**src/rtl/csr_access_unit.sv**
```systemverilog
// csr_access_unit: sequences Zicsr read/modify/write commands to the M-mode CSR file.
// Build macro CSR_WRITE_ELISION_EN skips RS/RC writes that leave the CSR unchanged. Command: 0 NONE, 1 READ_ONLY, 2 WRITE_ONLY.
module csr_access_unit #(
    parameter int XLEN = 32
) (
    input  logic            clock_i,
    input  logic            reset_i,
    input  logic            req_valid_i,
    output logic            req_ready_o,
    input  logic [2:0]      req_funct3_i,
    input  logic [11:0]     req_address_i,
    input  logic [XLEN-1:0] req_rs1_data_i,
    input  logic [4:0]      req_rs1_field_i,
    input  logic            req_rd_is_x0_i,
    input  logic            flush_i,
    output logic            rsp_valid_o,
    input  logic            rsp_ready_i,
    output logic [XLEN-1:0] rsp_data_o,
    output logic            rsp_illegal_o,
    output logic [11:0]     csr_address_o,
    output logic [1:0]      csr_command_o,
    output logic [XLEN-1:0] csr_write_data_o,
    input  logic [XLEN-1:0] csr_read_data_i,
    input  logic            csr_read_data_valid_i
);
    localparam logic [2:0] IDLE = 3'd0, CHECK = 3'd1, CAPTURE = 3'd2, WRITE = 3'd3, RESPOND = 3'd4;
    localparam logic [1:0] CMD_NONE = 2'd0, CMD_READ = 2'd1, CMD_WRITE = 2'd2;
    localparam logic [1:0] OP_RW = 2'd1, OP_RS = 2'd2;

    logic [2:0]      state_q, state_d;
    logic [1:0]      op_q, op_d, cmd_q, cmd_d;
    logic [XLEN-1:0] operand_q, operand_d, old_q, old_d, wdata_q, wdata_d;
    logic [11:0]     addr_q, addr_d;
    logic            do_read_q, do_read_d, do_write_q, do_write_d, wr_ill_q, wr_ill_d, ill_q, ill_d;
    logic [XLEN-1:0] req_operand, new_val;
    logic            req_rw, req_do_read, req_do_write, elide;

    assign req_rw       = req_funct3_i[1:0] == OP_RW;
    assign req_operand  = req_funct3_i[2] ? XLEN'(req_rs1_field_i) : req_rs1_data_i;
    assign req_do_read  = !(req_rw && req_rd_is_x0_i);
    assign req_do_write = req_rw || req_rs1_field_i != 5'd0;
    assign new_val = op_q == OP_RW ? operand_q :
                     op_q == OP_RS ? (csr_read_data_i | operand_q) : (csr_read_data_i & ~operand_q);

`ifdef CSR_WRITE_ELISION_EN
    assign elide = op_q != OP_RW && new_val == csr_read_data_i;
`else
    assign elide = 1'b0;
`endif

    always_comb begin
        state_d    = state_q;
        op_d       = op_q;
        operand_d  = operand_q;
        do_read_d  = do_read_q;
        do_write_d = do_write_q;
        wr_ill_d   = wr_ill_q;
        old_d      = old_q;
        ill_d      = ill_q;
        addr_d     = addr_q;
        wdata_d    = wdata_q;
        cmd_d      = CMD_NONE;
        case (state_q)
            IDLE: if (req_valid_i && !flush_i) begin
                op_d       = req_funct3_i[1:0];
                operand_d  = req_operand;
                do_read_d  = req_do_read;
                do_write_d = req_do_write;
                wr_ill_d   = req_do_write && req_address_i[11:10] == 2'b11;
                addr_d     = req_address_i;
                old_d      = '0;
                ill_d      = req_funct3_i[1:0] == 2'b00;
                state_d    = ill_d ? RESPOND : CHECK;
                cmd_d      = (!ill_d && req_do_read) ? CMD_READ : CMD_NONE;
            end
            CHECK: if (flush_i) begin
                state_d = IDLE;
            end else if (!csr_read_data_valid_i || wr_ill_q) begin
                state_d = RESPOND;
                ill_d   = 1'b1;
            end else if (do_read_q) begin
                state_d = CAPTURE;
            end else begin
                state_d = WRITE;
                cmd_d   = CMD_WRITE;
                wdata_d = operand_q;
            end
            CAPTURE: if (flush_i) begin
                state_d = IDLE;
            end else begin
                old_d = csr_read_data_i;
                if (do_write_q && !elide) begin
                    state_d = WRITE;
                    cmd_d   = CMD_WRITE;
                    wdata_d = new_val;
                end else begin
                    state_d = RESPOND;
                end
            end
            WRITE: state_d = RESPOND;
            RESPOND: if (rsp_ready_i) begin
                state_d = IDLE;
                old_d   = '0;
                ill_d   = 1'b0;
            end
            default: state_d = IDLE;
        endcase
    end

    always_ff @(posedge clock_i or posedge reset_i) begin
        if (reset_i) begin
            state_q    <= IDLE;
            op_q       <= 2'd0;
            operand_q  <= '0;
            do_read_q  <= 1'b0;
            do_write_q <= 1'b0;
            wr_ill_q   <= 1'b0;
            old_q      <= '0;
            ill_q      <= 1'b0;
            addr_q     <= '0;
            wdata_q    <= '0;
            cmd_q      <= CMD_NONE;
        end else begin
            state_q    <= state_d;
            op_q       <= op_d;
            operand_q  <= operand_d;
            do_read_q  <= do_read_d;
            do_write_q <= do_write_d;
            wr_ill_q   <= wr_ill_d;
            old_q      <= old_d;
            ill_q      <= ill_d;
            addr_q     <= addr_d;
            wdata_q    <= wdata_d;
            cmd_q      <= cmd_d;
        end
    end

    assign req_ready_o      = state_q == IDLE;
    assign rsp_valid_o      = state_q == RESPOND;
    assign rsp_data_o       = old_q;
    assign rsp_illegal_o    = ill_q;
    assign csr_address_o    = addr_q;
    assign csr_command_o    = cmd_q;
    assign csr_write_data_o = wdata_q;
endmodule

```
**config.mk**
```make
export PLATFORM = sky130hd
export DESIGN_NAME = csr_access_unit
export DESIGN_NICKNAME = d
export VERILOG_FILES = /design/src/rtl/csr_access_unit.sv
export SDC_FILE = /design/constraint.sdc
export NUM_CORES = 1
export LEC_CHECK = 0
export BUFFER_PORTS_ARGS = -buffer_cell sky130_fd_sc_hd__buf_2
export CORE_ASPECT_RATIO = 0.9
export CORE_UTILIZATION = 35
export CTS_CLUSTER_SIZE = 16
export DETAILED_ROUTE_END_ITERATION = 12
export GPL_ROUTABILITY_DRIVEN = 1
export PLACE_DENSITY_LB_ADDON = 0.12
export SETUP_SLACK_MARGIN = 0.5
export SYNTH_ARGS = -nofsm -noshare
export SYNTH_HDL_FRONTEND = slang
export SYNTH_SLANG_ARGS = --single-unit
```
**constraint.sdc**
```tcl
create_clock -name clock_i -period 3.88 [get_ports clock_i]
set_input_delay 0.582 -clock clock_i [delete_from_list [all_inputs] [get_ports clock_i]]
set_output_delay 0.582 -clock clock_i [all_outputs]
set_load 0.1 [all_outputs]
```
* Word level (Yosys, flattened, before mapping)
Cells that the tools add are included.
Word-level totals: register bits 119
Operators by class: equality and inequality tests 16, bitwise logic cells 3, muxes and demuxes 35, reduce and logical (&&, ||, !) cells 21
Operators by type and width (count):
- $mux W32 | 11
- $pmux W32 S3 | 1
- $pmux W32 S2 | 1
- $and A32 B32 Y32 | 1
- $not A32 Y32 | 1
- $or A32 B32 Y32 | 1
- $mux W3 | 7
- $pmux W3 S5 | 1
- $ne A2 B2 Y1 const B | 6
- $mux W2 | 5
- $mux W1 | 7
- $eq A3 B2 Y1 const B | 2
- $pmux W2 S3 | 1
- $reduce_and A6 Y1 | 1
- $reduce_bool A3 Y1 | 2
- $reduce_and A5 Y1 | 1
- $reduce_bool A5 Y1 | 1
- $eq A2 B1 Y1 const B | 2
- $eq A2 B2 Y1 const B | 2
- $logic_and A1 B1 Y1 | 4
- $logic_not A1 Y1 | 4
- $ne A2 B1 Y1 const B | 2
- $reduce_and A2 Y1 | 2
- $reduce_and A4 Y1 | 1
- 7 further kinds | 8

* Depth between registers and ports, before layout
depth after elaboration 7, depth in mapped cells 7, gate-level depth less buffers 4

* Least setup slack after synthesis
No wires, ideal clock.
path kind register to register, start point register state_q[1], end point register addr_q[0] (netlist: csr_address_o[0]), clock period less this slack 3.844 ns, slack 0.036 ns, buffers on the path 3, stages on the path, launching flop included 7, data required time 3.754 ns, arrival 3.718 ns, cells stage by stage dfrtp_1 > buf_1 > nor3_1 > nand2_1 > buf_2 > buf_2 > mux2_2
On the way: word-level cells in the longest chain between the ends 2
Ends and longest elaborated chain:
- start, declared | RTL line 30 | logic [2:0] state_q, state_d;
- start signal, assigned | RTL line 124 | state_q <= state_d;
- $logic_not A3 Y1
- via req_ready_o | RTL line 9 | output logic req_ready_o,
- $reduce_and A2 Y1 (no source line)
- end signal, assigned | RTL line 132 | addr_q <= addr_d;
- end, declared | RTL line 33 | logic [11:0] addr_q, addr_d;
The timed path passes the listed nets, and every way through them passes these cells. A chain may end at the register's enable or synchronous reset.

* Worst setup path in the final report
start point register state_q[0], end point register wdata_q[28] (netlist: csr_write_data_o[28])
On the way: word-level cells in the longest chain between the ends 3
Ends and longest elaborated chain:
- $eq A3 B1 Y1 / $eq A3 B2 Y1 (equally long branches) | RTL line 63 | case (state_q)
- $ne A2 B2 Y1 (no source line) / $reduce_bool A2 Y1 (equally long branches)
- $reduce_and A6 Y1 (no source line)
- end signal, assigned | RTL line 133 | wdata_q <= wdata_d;
- end, declared | RTL line 32 | logic [XLEN-1:0] operand_q, operand_d, old_q, old_d, wdata_q, wdata_d;
Several ways; a longest one is shown, not always the timed one.

==> results.sh <==
export IMPL_num_nets_final=734
export IMPL_antenna_left=0
export IMPL_most_common_layout_cells="buf_2 (171), dfrtp_1 (119), mux2_2 (67)"
export IMPL_grt_usage_pct=19.8
export IMPL_routabilityCongestion=0.790
export IMPL_die_y_um=123
export IMPL_worst_ep_required_time_ps=4180
export IMPL_dr_pass1_iters=5
export IMPL_synth_ff_type="dfrtp_1"
export IMPL_grt_max_degree=74
export IMPL_reg2reg_depth=5
export IMPL_r2r_start="state_q[0]$_DFFE_PP0P_"
export IMPL_min_path_type="in -> reg"
export IMPL_skew_ps=7.54
export IMPL_wl_per_cell_um=18.4
export IMPL_yosysSeqAreaShare_pct=52.7
export IMPL_rsz0062_at_grt="no"
export IMPL_cpLargestDelayFamily="flip-flops"
export IMPL_grt_pass1_vias=4463
export IMPL_async_flop_share_pct=100
export IMPL_viasPerCell=5.29
export IMPL_max_slew_margin_pct=26.1
export IMPL_drive_gt1_share_pct=44.7
export IMPL_r2r_end="csr_write_data_o[28]$_DFFE_PP0P_"
export IMPL_drt_total_wl_um=15800
export IMPL_cp_slowest_cell="dfrtp_1"
export IMPL_startpoint_type="flip-flop"
export IMPL_cp_endpoint="csr_write_data_o[28]$_DFFE_PP0P_"
export IMPL_coreArea_um2=15600
export IMPL_drtIter0Drc=234
export IMPL_pin_count=172
export IMPL_die_area_um2=16700
export IMPL_worst_path_max_fanout=18
export IMPL_end_kind="flip-flop"
export IMPL_syn_to_final_growth_pct=30.3
export IMPL_grt_pass1_wl_um=24500
export IMPL_clk_latency_ps=410
export IMPL_syn_area_um2=5650
export IMPL_cts_setup_buffers=0
export IMPL_n_antenna_cell=0
export IMPL_fmax_ghz=0.377
export IMPL_drc_errors=0
export IMPL_cts_root_buf="clkbuf_16"
export IMPL_final_common_cell="buf_2"
export IMPL_yosysUniqueCellTypes=35
export IMPL_min_period_over_period_pct=68.4
export IMPL_io_buffers=171
export IMPL_numCtsBuffers=17
export IMPL_finalSetupTns_ps=0
export IMPL_holdPathStages=2
export IMPL_synth_edf_count=0
export IMPL_cts_htree_levels=4
export IMPL_criticalPathCategory="reg -> reg"
export IMPL_cts_buffer_depth=2
export IMPL_start_util_pct=36.2
export IMPL_ys_ff_latch=119
export IMPL_fp_row_count=43
export IMPL_setup_viol=0
export IMPL_slew_viol_final=0
export IMPL_crit_cells=5
export IMPL_netlist_instances=484
export IMPL_path_buf_inv=1
export IMPL_synth_fp_nets=575
export IMPL_clk_pin_slew_ps=60
export IMPL_post_cts_resized=0
export IMPL_final_min_clock_period_ps=2650
export IMPL_n_fill_cell=1502
export IMPL_antenna_found_initial=0
export IMPL_grt_overflow=0
export IMPL_hold_viol=0
export IMPL_cp_arrival_ps=2950
export IMPL_clock_sinks=119
export IMPL_max_stage_delay_ps=720
export IMPL_vias=4536
export IMPL_dp_hpwl_um=10400
export IMPL_worst_pin_slew_ps=1110
export IMPL_ff2ff_setup_slack_ps=1230
export IMPL_status="finished clean"
export IMPL_maxCapViolCount=0
export IMPL_startpoint="state_q[0]$_DFFE_PP0P_"
export IMPL_yosysWarningCount=0
export IMPL_die_w_um=136
export IMPL_cts_tree="done"
export IMPL_hold_start="req_rd_is_x0_i"
export IMPL_crit_chain="nor3b_4 > a22oi_1 > a21oi_4 > buf_4 > mux2_2"
export IMPL_avgSynthCellArea_um2=11.7
export IMPL_postCtsHoldBufs=0
==> worst min-delay path by stage <==
stage / endpoint / slack [ps]
after floorplan: do_write_q$_DFFE_PP0P_ / 470
after global placement: csr_write_data_o[8]$_DFFE_PP0P_ / 470
after detailed placement: csr_write_data_o[10]$_DFFE_PP0P_ / 470
after CTS: csr_command_o[0]$_DFF_PP0_ / 350
after global routing: csr_command_o[0]$_DFF_PP0_ / 360
final: csr_command_o[0]$_DFF_PP0_ / 360
==> kinds of logic after synthesis <==
logic type	Yosys count	synth area share (%)
flip-flops	119	52.7
multiplexers	83	16.3
buffers and inverters	44	3.70
AND/OR/NAND/NOR	92	9.43
AO/OA/AOI/OAI	146	17.9
==> metrics by stage <==
| step | util [%] | cell area, um2 | instances | setup WS, ps | hold WS (ps) |
|---|---|---|---|---|---|
| after floorplan | - | 5670 | 484 | 1000 | 473 |
| after global placement | 42.8 | 6680 | 826 | 1310 | 472 |
| after detailed placement | 42.8 | 6680 | 826 | 1200 | 473 |
| after CTS | 47.2 | 7360 | 858 | 1180 | 347 |
| after global routing | 47.2 | 7360 | 858 | 1060 | 357 |
| final | 47.2 | 7360 | 858 | 1230 | 363 |
==> Yosys cell counts, types with 4 or more instances <==
library cell	instances	area (um2)
dfrtp_1	119	2980
mux2_2	67	754
a21oi_1	35	175
o21ai_0	35	175
nand2_1	34	128
a22o_1	33	289
nand2b_1	31	194
a221oi_1	27	236
clkbuf_1	22	82.6
mux2i_1	10	100
buf_2	8	40.0
nor3_1	8	40.0
a211oi_1	7	52.6
mux2_1	6	67.6
nor2_1	6	22.5
or3b_2	5	43.8
buf_1	4	15.0
buf_6	4	45.0
inv_1	4	15.0
==> worst reg2reg max path: cells and delay by family (launching register included) <==
kind / cells / cell delay, ps
AO/OA/AOI/OAI: 2 / 690
buffers and inverters: 1 / 390
multiplexers: 1 / 380
AND/OR/NAND/NOR: 1 / 360
flip-flops: 1 / 720
==> metal layers <==
metal | global-route usage [%] | vias to the layer above | share of wire [%]
met3 | 5.87 | 8 | 6.5
li1 | - | 2116 | -
met5 | 0 | - | 0
met4 | 7.01 | 0 | 0.82
met1 | 27.5 | 2261 | 47
met2 | 29.2 | 151 | 45
==> state kept, by name, indices dropped and copies added, names as in the netlist <==
register,count
wr_ill_q,1
rsp_data_o,32
csr_command_o,2
csr_address_o,12
op_q,2
rsp_illegal_o,1
do_write_q,1
operand_q,32
state_q,3
do_read_q,1
csr_write_data_o,32
==> final cells by class <==
type | count | area, um2 | share of cell area [%]
sequential | 119 | 2980 | 40.4
timing repair buffer | 179 | 928 | 12.6
multi-input combinational | 321 | 2500 | 33.9
clock buffer | 18 | 439 | 5.96
tap | 202 | 253 | 3.43
clock inverter | 14 | 246 | 3.35
inverter | 5 | 22.5 | 0.306
Power is left out: the tool's default activity adds up to more than one toggle a clock period on the data nets, which glitch-free logic cannot reach.
